`src/rtl/gpio_output_ip_if.sv`:
```
// Local-bus write/read channel of the GPIO output peripheral.
// The master drives address/data/enables; the slave returns wready, rdata and rvalid.
interface gpio_output_ip_if #(
    parameter int ADDR_W = 32,
    parameter int DATA_W = 32,
    parameter int STRB_W = DATA_W / 8
);
    logic [ADDR_W-1:0] waddr;
    logic [DATA_W-1:0] wdata;
    logic              wen;
    logic [STRB_W-1:0] wstrb;
    logic              wready;
    logic [ADDR_W-1:0] raddr;
    logic              ren;
    logic [DATA_W-1:0] rdata;
    logic              rvalid;

    modport master (
        output waddr, wdata, wen, wstrb, raddr, ren,
        input  wready, rdata, rvalid
    );

    modport slave (
        input  waddr, wdata, wen, wstrb, raddr, ren,
        output wready, rdata, rvalid
    );
endinterface

```
`src/rtl/gpio_output_ip.sv`:
```
// 16-bit GPIO output register with DATA/SET/CLR/TOG write aliases and registered reads.
// Define GPIO_OUT_BLINK_EN to add the blink engine (BLINK_MASK at 0x10, BLINK_PERIOD at 0x14).
module gpio_output_ip #(
    parameter int          ADDR_W    = 32,
    parameter int          DATA_W    = 32,
    parameter int          STRB_W    = DATA_W / 8,
    parameter logic [15:0] RESET_VAL = 16'h0000
) (
    input  logic                clk,
    input  logic                rst_n,
    gpio_output_ip_if.slave     bus,
    output logic [15:0]         csr_gpio_out_data_out
);

    localparam logic [ADDR_W-1:0] A_DATA   = ADDR_W'(32'h00);
    localparam logic [ADDR_W-1:0] A_SET    = ADDR_W'(32'h04);
    localparam logic [ADDR_W-1:0] A_CLR    = ADDR_W'(32'h08);
    localparam logic [ADDR_W-1:0] A_TOG    = ADDR_W'(32'h0C);
`ifdef GPIO_OUT_BLINK_EN
    localparam logic [ADDR_W-1:0] A_MASK   = ADDR_W'(32'h10);
    localparam logic [ADDR_W-1:0] A_PERIOD = ADDR_W'(32'h14);
`endif

    logic [15:0]       out_q;
    logic [15:0]       out_nxt;
    logic [15:0]       bytemask;
    logic [15:0]       wd;
    logic [DATA_W-1:0] rd_nxt;
    logic [DATA_W-1:0] rdata_p1;
    logic              vld_p1;
    logic              unused_bits;

    // Only the low two strobes and low half-word take part in any register.
    assign unused_bits = ^{bus.wdata[DATA_W-1:16], bus.wstrb[STRB_W-1:2]};

    assign bytemask = {{8{bus.wstrb[1]}}, {8{bus.wstrb[0]}}};
    assign wd       = bus.wdata[15:0] & bytemask;

    function automatic logic [15:0] merge_bytes(input logic [15:0] old_val,
                                                input logic [15:0] new_val,
                                                input logic [15:0] mask);
        return (old_val & ~mask) | (new_val & mask);
    endfunction

`ifdef GPIO_OUT_BLINK_EN
    logic [15:0] mask_q;
    logic [15:0] period_q;
    logic [15:0] cnt_q;
    logic        tick;
    logic        period_wr;

    assign tick      = (period_q != 16'd0) && (cnt_q == period_q);
    assign period_wr = bus.wen && (bus.waddr == A_PERIOD);

    always_ff @(posedge clk or negedge rst_n) begin
        if (!rst_n) begin
            cnt_q    <= 16'd0;
            mask_q   <= 16'd0;
            period_q <= 16'd0;
        end else begin
            // A PERIOD write restarts the count from zero on the same edge.
            if (period_wr || tick || (period_q == 16'd0))
                cnt_q <= 16'd0;
            else
                cnt_q <= cnt_q + 16'd1;
            if (bus.wen && (bus.waddr == A_MASK))
                mask_q <= merge_bytes(mask_q, bus.wdata[15:0], bytemask);
            if (period_wr)
                period_q <= merge_bytes(period_q, bus.wdata[15:0], bytemask);
        end
    end
`endif

    always_comb begin
        out_nxt = out_q;
        if (bus.wen) begin
            case (bus.waddr)
                A_DATA:  out_nxt = merge_bytes(out_q, bus.wdata[15:0], bytemask);
                A_SET:   out_nxt = out_q | wd;
                A_CLR:   out_nxt = out_q & ~wd;
                A_TOG:   out_nxt = out_q ^ wd;
                default: out_nxt = out_q;
            endcase
        end
`ifdef GPIO_OUT_BLINK_EN
        // The blink toggle lands on top of whatever the bus wrote this edge.
        if (tick)
            out_nxt = out_nxt ^ mask_q;
`endif
    end

    always_comb begin
        rd_nxt = '0;
        case (bus.raddr)
            A_DATA:   rd_nxt[15:0] = out_q;
`ifdef GPIO_OUT_BLINK_EN
            A_MASK:   rd_nxt[15:0] = mask_q;
            A_PERIOD: rd_nxt[15:0] = period_q;
`endif
            default:  rd_nxt = '0;
        endcase
    end

    always_ff @(posedge clk or negedge rst_n) begin
        if (!rst_n)
            out_q <= RESET_VAL;
        else
            out_q <= out_nxt;
    end

    // Read stage: decode registered one cycle after ren.
    always_ff @(posedge clk or negedge rst_n) begin
        if (!rst_n) begin
            rdata_p1 <= '0;
            vld_p1   <= 1'b0;
        end else begin
            rdata_p1 <= bus.ren ? rd_nxt : '0;
            vld_p1   <= bus.ren;
        end
    end

    assign bus.rdata             = rdata_p1;
    assign bus.rvalid            = vld_p1;
    assign bus.wready            = 1'b1;
    assign csr_gpio_out_data_out = out_q;

endmodule
```
`src/flat_wrapper.sv`:
```
// flat-port wrapper written by rule: the top's interface ports become plain ports
module gpio_output_ip_flat 
#(
    parameter int          ADDR_W    = 32,
    parameter int          DATA_W    = 32,
    parameter int          STRB_W    = DATA_W / 8,
    parameter logic [15:0] RESET_VAL = 16'h0000
)
  (clk, rst_n, csr_gpio_out_data_out, bus_waddr, bus_wdata, bus_wen, bus_wstrb, bus_raddr, bus_ren, bus_wready, bus_rdata, bus_rvalid);
  gpio_output_ip_if #(.ADDR_W(ADDR_W), .DATA_W(DATA_W), .STRB_W(STRB_W)) bus_i ();
  input  logic clk;
  input  logic rst_n;
  output logic [15:0] csr_gpio_out_data_out;
  input wire logic [$bits(bus_i.waddr)-1:0] bus_waddr;
  input wire logic [$bits(bus_i.wdata)-1:0] bus_wdata;
  input wire logic [$bits(bus_i.wen)-1:0] bus_wen;
  input wire logic [$bits(bus_i.wstrb)-1:0] bus_wstrb;
  input wire logic [$bits(bus_i.raddr)-1:0] bus_raddr;
  input wire logic [$bits(bus_i.ren)-1:0] bus_ren;
  output wire logic [$bits(bus_i.wready)-1:0] bus_wready;
  output wire logic [$bits(bus_i.rdata)-1:0] bus_rdata;
  output wire logic [$bits(bus_i.rvalid)-1:0] bus_rvalid;
  assign bus_i.waddr = bus_waddr;
  assign bus_i.wdata = bus_wdata;
  assign bus_i.wen = bus_wen;
  assign bus_i.wstrb = bus_wstrb;
  assign bus_i.raddr = bus_raddr;
  assign bus_i.ren = bus_ren;
  assign bus_wready = bus_i.wready;
  assign bus_rdata = bus_i.rdata;
  assign bus_rvalid = bus_i.rvalid;
  gpio_output_ip #(.ADDR_W(ADDR_W), .DATA_W(DATA_W), .STRB_W(STRB_W), .RESET_VAL(RESET_VAL)) u_core (.clk(clk), .rst_n(rst_n), .bus(bus_i), .csr_gpio_out_data_out(csr_gpio_out_data_out));
endmodule
```
`config.mk`:
```
export PLATFORM = sky130hd
export DESIGN_NAME = gpio_output_ip_flat
export DESIGN_NICKNAME = d
export VERILOG_FILES = /design/src/rtl/gpio_output_ip_if.sv /design/src/rtl/gpio_output_ip.sv /design/src/flat_wrapper.sv
export SDC_FILE = /design/constraint.sdc
export NUM_CORES = 1
export LEC_CHECK = 0
export BUFFER_PORTS_ARGS = -buffer_cell sky130_fd_sc_hd__clkbuf_2
export CAP_MARGIN = 20
export CORE_AREA = 2 2 81 68
export CTS_CLUSTER_SIZE = 10
export DETAILED_ROUTE_END_ITERATION = 6
export DIE_AREA = 0 0 83 70
export PLACE_DENSITY = 0.85
export REMOVE_ABC_BUFFERS = 1
export SLEW_MARGIN = 10
export SYNTH_ARGS = -nofsm -noshare
export SYNTH_HDL_FRONTEND = slang
export SYNTH_SLANG_ARGS = --single-unit
export TNS_END_PERCENT = 5
```
`constraint.sdc`:
```
create_clock -name clk -period 1.9 [get_ports clk]
set_input_delay 0 -clock clk [delete_from_list [all_inputs] [get_ports clk]]
set_output_delay 0 -clock clk [all_outputs]
set_load 0.02 [all_outputs]
```
==> results.py, run 1 <==
metrics = {
    "die": {
        "core_um2": 5130,
        "die_w_um": 83,
        "initial_core_util": 0.423,
        "rows": 24,
        "ios": 154,
        "die_h_um": 70,
        "dieArea_um2": 5810,
    },
    "setup_path": {
        "critical_path.top_delay_family": "buffers and inverters",
        "timing.rr.start": "u_core.csr_gpio_out_data_out[14]$_DFFE_PN0P_",
        "critPathMaxFanout": 16,
        "arrival_ns": 1.57,
        "crit_required_ns": 2.06,
        "max_stage_delay_ns": 0.52,
        "reg2reg_slack_ns": 0.71,
        "cp-end-kind": "flip-flop",
        "rr_worst_depth": 5,
        "critPathBufInv": 3,
        "r2r_end": "u_core.csr_gpio_out_data_out[14]$_DFFE_PN0P_",
        "startpoint_type": "input port",
        "crit_slowest_cell": "dlygate4sd3_1",
        "crit_type": "input port to flip-flop",
        "worstPathCellList": "dlygate4sd3_1 > clkbuf_2 > nor4b_1 > nand4_1 > buf_4 > nor4_1",
    },
    "clock_tree": {
        "clock_sinks": 33,
        "cts_made_buffers": 5,
        "clkLatencyLatePin_ns": 0.29,
        "cts_tree": "built",
        "cts_buffer_depth": 2,
        "postCtsHoldBufs": 2,
        "ctsResizeCount": 0,
        "post_cts_buffers": 0,
        "h-tree-depth": 2,
        "cts_root_buf": "clkbuf_8",
        "clkTransAtPathRegs_ns": 0.06,
    },
    "power_and_ir_drop": {
        "p_clk_frac": 0.346,
        "p_leak_nw": 1.49,
        "p_int_mw": 1.07,
        "power.switching_mw": 0.417,
        "pwr-share-seq": 0.472,
        "p_per_area_nw_per_um2": 528,
        "ir_drop_mv": 0.284,
        "p_comb_frac": 0.182,
        "swShare": 0.280,
    },
    "worst_hold_path": {
        "worstHoldPathCells": 5,
        "holdPathEnd": "u_core.csr_gpio_out_data_out[15]$_DFFE_PN0P_",
        "worstHoldStart": "bus_wdata[15]",
        "holdCritPathClass": "input port to flip-flop",
    },
    "final_layout": {
        "layout_common_cells": "clkbuf_2, dfrtp_1, a21oi_1",
        "final_util": 0.550,
        "layout-drive-gt1-share": 0.425,
        "nFillCells": 465,
        "area_growth_pct": 30.0,
        "layout_commonest_cell": "clkbuf_2",
        "stdcell_count": 418,
        "multiInputGateArea_um2": 1130,
        "nNetsFinal": 472,
        "stdcell_area_um2": 2820,
        "num_antenna_cells": 0,
        "area.sequential_um2": 826,
    },
    "global_routing": {
        "grt_use_met3": 0.0556,
        "use_met1": 0.206,
        "antenna_found_initial": 0,
        "grt_pass1_vias": 2086,
        "grt_busiest_layer": "met2",
        "grt_use_total": 0.192,
        "grt_use_met2": 0.356,
        "grt_max_degree": 34,
        "grt.overflow.total": 0,
        "grt_pass1_wl_um": 8940,
    },
    "sta": {
        "rsz0062_at_grt": "false",
        "tightest_slew_ns": 0.841,
        "worst_slack_ns": 0.492,
        "finalClockSkew_ns": 0.00652,
        "slew_viol_final": 0,
        "fin_tns_setup_ns": 0,
        "fmax_mhz": 710,
        "fin_crit_sh": 0.741,
        "finalHoldViolCount": 0,
        "setup_viol": 0,
        "timing.final.crit_period_ns": 1.41,
        "relSlewSlack": 0.439,
    },
    "drt": {
        "drt_wl_total_um": 5570,
        "vias": 2132,
        "drt_first_pass_iters": 4,
        "via_per_inst": 5.10,
        "drc": 0,
        "drtIter0Drc": 94,
        "routedWlPerCell_um": 13.3,
        "drtAntennaViolNets": 0,
    },
    "status": {
        "status": "completed",
    },
    "synthesis": {
        "synth.avg_cell_area_um2": 9.12,
        "synth.yosys.seq_area_share": 0.380,
        "synth_xor_area_frac": 0,
        "ys_seq_elements": 33,
        "synth-simple-area-share": 0.245,
        "synth_top_family_by_area": "simple AND/OR/NAND/NOR gates",
        "ys_warn_count": 0,
        "synthAdderAreaFrac": 0.0922,
        "synthesis.area_um2": 2170,
        "synth_compound_area_frac": 0.153,
        "muxShareOfSynthArea": 0,
        "ys_types": 28,
        "netlist_instances": 238,
    },
    "placement": {
        "dp_hpwl_um": 4180,
        "dp.cells": 408,
        "place_ws_ns": 0.290,
        "io_buffer_count": 118,
        "gp_congestion": 0.714,
        "placed_cell_area_um2": 2720,
    },
    "run": {
        "maxCapViolCount": 0,
    },
}
==> power by group through the flow <==
stage	combinational, mW	clock [mW]	sequential (mW)
floorplan	0.118	0	0.719
global placement	0.260	0	0.717
detailed placement	0.270	0	0.717
CTS	0.274	0.526	0.703
global route	0.305	0.556	0.703
finish	0.272	0.515	0.704
==> metal layers <==
layer | part of all wire | routed length (um) | up-vias
li1 | - | - | 1037
met1 | 0.39 | 2140 | 979
met2 | 0.51 | 2840 | 108
met3 | 0.089 | 496 | 8
met4 | 0.016 | 91 | 0
met5 | 0 | 0 | -
==> cells by family after synthesis <==
kind of cell / after synthesis
compound gates: 50
flops: 33
simple gates: 88
other cells: 2
fa+ha+maj: 16
buf+inv: 49
==> stage by stage <==
step / hold WS [ns] / power (mW)
5_1_grt: 0.154 / 1.56
3_3_place_gp: 0.127 / 0.977
3_5_place_dp: 0.131 / 0.987
6_report: 0.126 / 1.49
4_1_cts: 0.123 / 1.50
2_1_floorplan: -0.296 / 0.837
==> synthesized netlist by cell type, drive strengths merged <==
master,n,area (um^2)
a21oi,28,140
buf,21,168
clkbuf,11,41.3
conb,2,7.51
dfrtp,33,826
ha,16,200
inv,17,63.8
nand2,16,60.1
nand2b,6,37.5
nand4,4,37.5
nor2,27,101
nor3,3,37.5
nor4,28,221
nor4b,2,23.8
o21ai,6,30.0
o22ai,16,163
or2,1,6.26
or3,1,6.26
==> worst max path at each step <==
stage | start | to | slack (ns) | cells after the start
after floorplan | bus_waddr[13] | u_core.csr_gpio_out_data_out[7]$_DFFE_PN0P_ | 0.64 | 4
after global placement | bus_waddr[10] | u_core.csr_gpio_out_data_out[7]$_DFFE_PN0P_ | 0.34 | 5
after detailed placement | bus_waddr[5] | u_core.csr_gpio_out_data_out[8]$_DFFE_PN0P_ | 0.29 | 5
after CTS | bus_ren | u_core.bus.rdata[11]$_DFF_PN0_ | 0.51 | 6
after global routing | bus_ren | u_core.bus.rdata[12]$_DFF_PN0_ | 0.36 | 6
final | bus_ren | u_core.bus.rdata[12]$_DFF_PN0_ | 0.49 | 6
==> state kept, by name, summed over array words and instances (netlist names) <==
name and count:
u_core.bus.rdata 16, u_core.bus.rvalid 1, u_core.csr_gpio_out_data_out 16
==> worst min-delay path, cell delays in order <==
cell      delay (ns)
clkbuf_2        0.07
nand2_1         0.06
nor2_1          0.08
a21oi_1         0.05
o22ai_2         0.09
==> layout make-up <==
cell class / count / area share
Clock buffer: 6 / 0.0257
Inverter: 17 / 0.0226
Clock inverter: 2 / 0.00355
Timing Repair Buffer: 124 / 0.227
Tap cell: 65 / 0.0288
Sequential cell: 33 / 0.293
Multi-Input combinational cell: 171 / 0.400
(Power assumes the default switching activity.)
==> run 2, diff against run 1 <==
--- a/config.mk
+++ b/config.mk
@@ -5,13 +5,14 @@
 export SDC_FILE = /design/constraint.sdc
 export NUM_CORES = 1
 export LEC_CHECK = 0
+export ABC_AREA = 1
 export BUFFER_PORTS_ARGS = -buffer_cell sky130_fd_sc_hd__clkbuf_2
 export CAP_MARGIN = 20
-export CORE_AREA = 2 2 81 68
+export CORE_AREA = 2 2 91 76
 export CTS_CLUSTER_SIZE = 10
 export DETAILED_ROUTE_END_ITERATION = 6
-export DIE_AREA = 0 0 83 70
-export PLACE_DENSITY = 0.85
+export DIE_AREA = 0 0 93 78
+export PLACE_DENSITY = 0.8
 export REMOVE_ABC_BUFFERS = 1
 export SLEW_MARGIN = 10
 export SYNTH_ARGS = -nofsm -noshare
==> constraint.sdc (replaced) <==
create_clock -name clk -period 1.35 [get_ports clk]
set_input_delay 0 -clock clk [delete_from_list [all_inputs] [get_ports clk]]
set_output_delay 0 -clock clk [all_outputs]
set_load 0.02 [all_outputs]
==> run 2 against run 1 <==
  * Hold slack improved by 0.024 ns
  * Sequential share of layout area is 6.4 points lower
  * Clock power rose by 63%
  * Count of clock-buffer cells in the layout is 1 higher
  * Clock skew down 0.00073 ns
  * Wire length up 28%
  * Power grew 46%
  * Critical path type is now flip-flop to flip-flop
  * Critical endpoint is now u_core.csr_gpio_out_data_out[7]$_DFFE_PN0P_
  * Largest cell class unchanged
==> results.py, run 2 <==
metrics = {
    "sta": {
        "timing.final.crit_period_ns": 1.24,
        "whs_ns": 0.151,
        "finalClockSkew_ns": 0.00579,
        "relSlewSlack": 0.595,
        "setup_viol": 0,
        "fin_tns_setup_ns": 0,
        "slew_viol_final": 0,
        "fin_crit_sh": 0.922,
        "tightest_slew_ns": 0.608,
        "rsz0062_at_grt": "false",
        "finalHoldViolCount": 0,
        "fmax_mhz": 803,
    },
    "setup_path": {
        "cp_common_cell": "nand2_1",
        "crit_required_ns": 1.58,
        "critPathBufInv": 1,
        "max_stage_delay_ns": 0.43,
        "cp-end-kind": "flip-flop",
        "worstPathCellList": "ha_1 > nand3b_1 > nand2_1 > inv_1 > nand2_1 > nand2_1 > nand2_1",
        "critPathMaxFanout": 5,
        "crit_slowest_cell": "dfrtp_1",
        "startpoint_type": "flip-flop",
        "crit_type": "flip-flop to flip-flop",
        "critical_path.top_delay_family": "flip-flops",
        "arrival_ns": 1.47,
    },
    "synthesis": {
        "synth_commonest_cells": "nand2_1, inv_1, nor2_1, nand3_1, dfrtp_1",
        "synth.avg_cell_area_um2": 6.47,
        "ys_types": 26,
        "ys_warn_count": 0,
        "netlist_instances": 439,
        "synth_top_area_cell": "dfrtp_1",
        "synthTopCellsByArea": "dfrtp_1, nand2_1, inv_1, ha_1, nor2_1",
        "synthArstFlopShare": 1.00,
        "synth.yosys.seq_area_share": 0.291,
        "synth-edff-count": 0,
        "synthesis.area_um2": 2840,
        "synthFlopType": "dfrtp_1",
        "yosysMostFrequentCell": "nand2_1",
        "ys_seq_elements": 33,
        "synth_top_area_share": 0.291,
    },
    "clock_tree": {
        "cts_buffer_depth": 2,
        "clkTransAtPathRegs_ns": 0.07,
        "post_cts_buffers": 0,
        "clkLatencyLatePin_ns": 0.29,
        "clock_sinks": 33,
        "cts_tree": "built",
        "h-tree-depth": 2,
        "cts_root_buf": "clkbuf_8",
        "ctsResizeCount": 0,
        "cts_made_buffers": 5,
    },
    "placement": {
        "placed_cell_area_um2": 3490,
        "io_buffer_count": 118,
        "dp_hpwl_um": 5430,
        "gp_congestion": 0.807,
    },
    "global_routing": {
        "grt_pass1_vias": 2922,
        "grt_max_degree": 33,
        "antenna_found_initial": 0,
        "grt.overflow.total": 0,
        "grt_use_total": 0.206,
        "grt_pass1_wl_um": 12300,
    },
    "run": {
        "maxCapViolCount": 0,
    },
    "power_and_ir_drop": {
        "p_leak_nw": 2.14,
        "p_per_area_nw_per_um2": 601,
        "ir_drop_mv": 0.380,
    },
    "drt": {
        "routedWlPerCell_um": 11.1,
        "drt_wl_total_um": 7100,
        "drc": 0,
        "via_per_inst": 4.61,
        "vias": 2956,
        "drtAntennaViolNets": 0,
        "drt_first_pass_iters": 4,
        "drtIter0Drc": 139,
    },
    "die": {
        "die_h_um": 78,
        "initial_core_util": 0.455,
        "die_w_um": 93,
        "ios": 154,
        "core_um2": 6250,
        "rows": 26,
        "dieArea_um2": 7250,
    },
    "final_layout": {
        "layout-drive-gt1-share": 0.280,
        "num_antenna_cells": 0,
        "multiInputGateArea_um2": 1630,
        "area_growth_pct": 27.0,
        "stdcell_area_um2": 3610,
        "nNetsFinal": 676,
        "layout_common_cells": "nand2_1, clkbuf_2, inv_1",
        "layout_commonest_cell": "nand2_1",
        "nFillCells": 602,
        "area.sequential_um2": 826,
    },
    "status": {
        "status": "completed",
    },
    "worst_hold_path": {
        "holdCritPathClass": "input port to flip-flop",
    },
}
-- run 2: what timing repair did --
item                       CTS  global route
setup endpoints to repair    0             0
hold buffers                 2             0
hold endpoints to repair    16             0
-- run 2: metal layers --
| layer | GRT usage | part of all wire | up-vias |
|---|---|---|---|
| met1 | 0.243 | 0.42 | 1301 |
| met3 | 0.0359 | 0.063 | 13 |
| li1 | - | - | 1540 |
| met5 | 0 | 0 | - |
| met2 | 0.375 | 0.50 | 102 |
| met4 | 0.0706 | 0.016 | 0 |
-- run 2: worst reg2reg max path: stages (launching register included) --
cell and delay [ns]:
dfrtp_1 0.43, ha_1 0.31, nand3b_1 0.16, nand2_1 0.09, inv_1 0.05, nand2_1 0.06
nand2_1 0.04, nand2_1 0.06
-- run 2: layout make-up --
type	count	share of cell area
clock buffer	7	0.0267
clock inverter	1	0.00139
inverter	60	0.0624
multi-input combinational	328	0.452
sequential	33	0.229
tap	84	0.0291
timing repair buffer	128	0.200
-- run 2: stage by stage --
stage / power, mW / util / instances / setup slack [ns]
2_1_floorplan: 1.16 / - / 421 / -0.146
3_3_place_gp: 1.34 / 0.558 / 631 / -0.00550
3_5_place_dp: 1.35 / 0.558 / 631 / -0.0642
4_1_cts: 2.18 / 0.578 / 641 / 0.103
5_1_grt: 2.27 / 0.578 / 641 / 0.0166
6_report: 2.17 / 0.578 / 641 / 0.105
-- run 2: worst paths after layout --
check / from / slack (ns) / cells past startpoint / to
worst max-delay path: u_core.csr_gpio_out_data_out[7]$_DFFE_PN0P_ / 0.11 / 7 / u_core.csr_gpio_out_data_out[7]$_DFFE_PN0P_
worst min-delay path: bus_wdata[13] / 0.15 / 7 / u_core.csr_gpio_out_data_out[13]$_DFFE_PN0P_
worst max register to register: u_core.csr_gpio_out_data_out[7]$_DFFE_PN0P_ / 0.11 / 7 / u_core.csr_gpio_out_data_out[7]$_DFFE_PN0P_
worst min register to register: u_core.csr_gpio_out_data_out[15]$_DFFE_PN0P_ / 0.57 / 2 / u_core.csr_gpio_out_data_out[15]$_DFFE_PN0P_
max in group asynchronous: rst_n / 0.71 / 3 / u_core.bus.rdata[5]$_DFF_PN0_
min in group asynchronous: rst_n / 0.18 / 2 / u_core.bus.rdata[12]$_DFF_PN0_
-- run 2: power breakdown --
part	internal [mW]	total (mW)	switching (mW)
combinational	0.151	0.341	0.190
sequential	0.990	0.990	0.000296
clock	0.461	0.838	0.377
-- run 2: logic make-up after synthesis --
kind of cell               count (synthesis)  share of synthesized area
AOI/OAI and AO/OA                          3                     0.0172
DFF                                       33                      0.291
buffers and inverters                     93                      0.156
adders and majority gates                 16                     0.0705
and+or+nand+nor                          292                      0.463
other                                      2                    0.00264
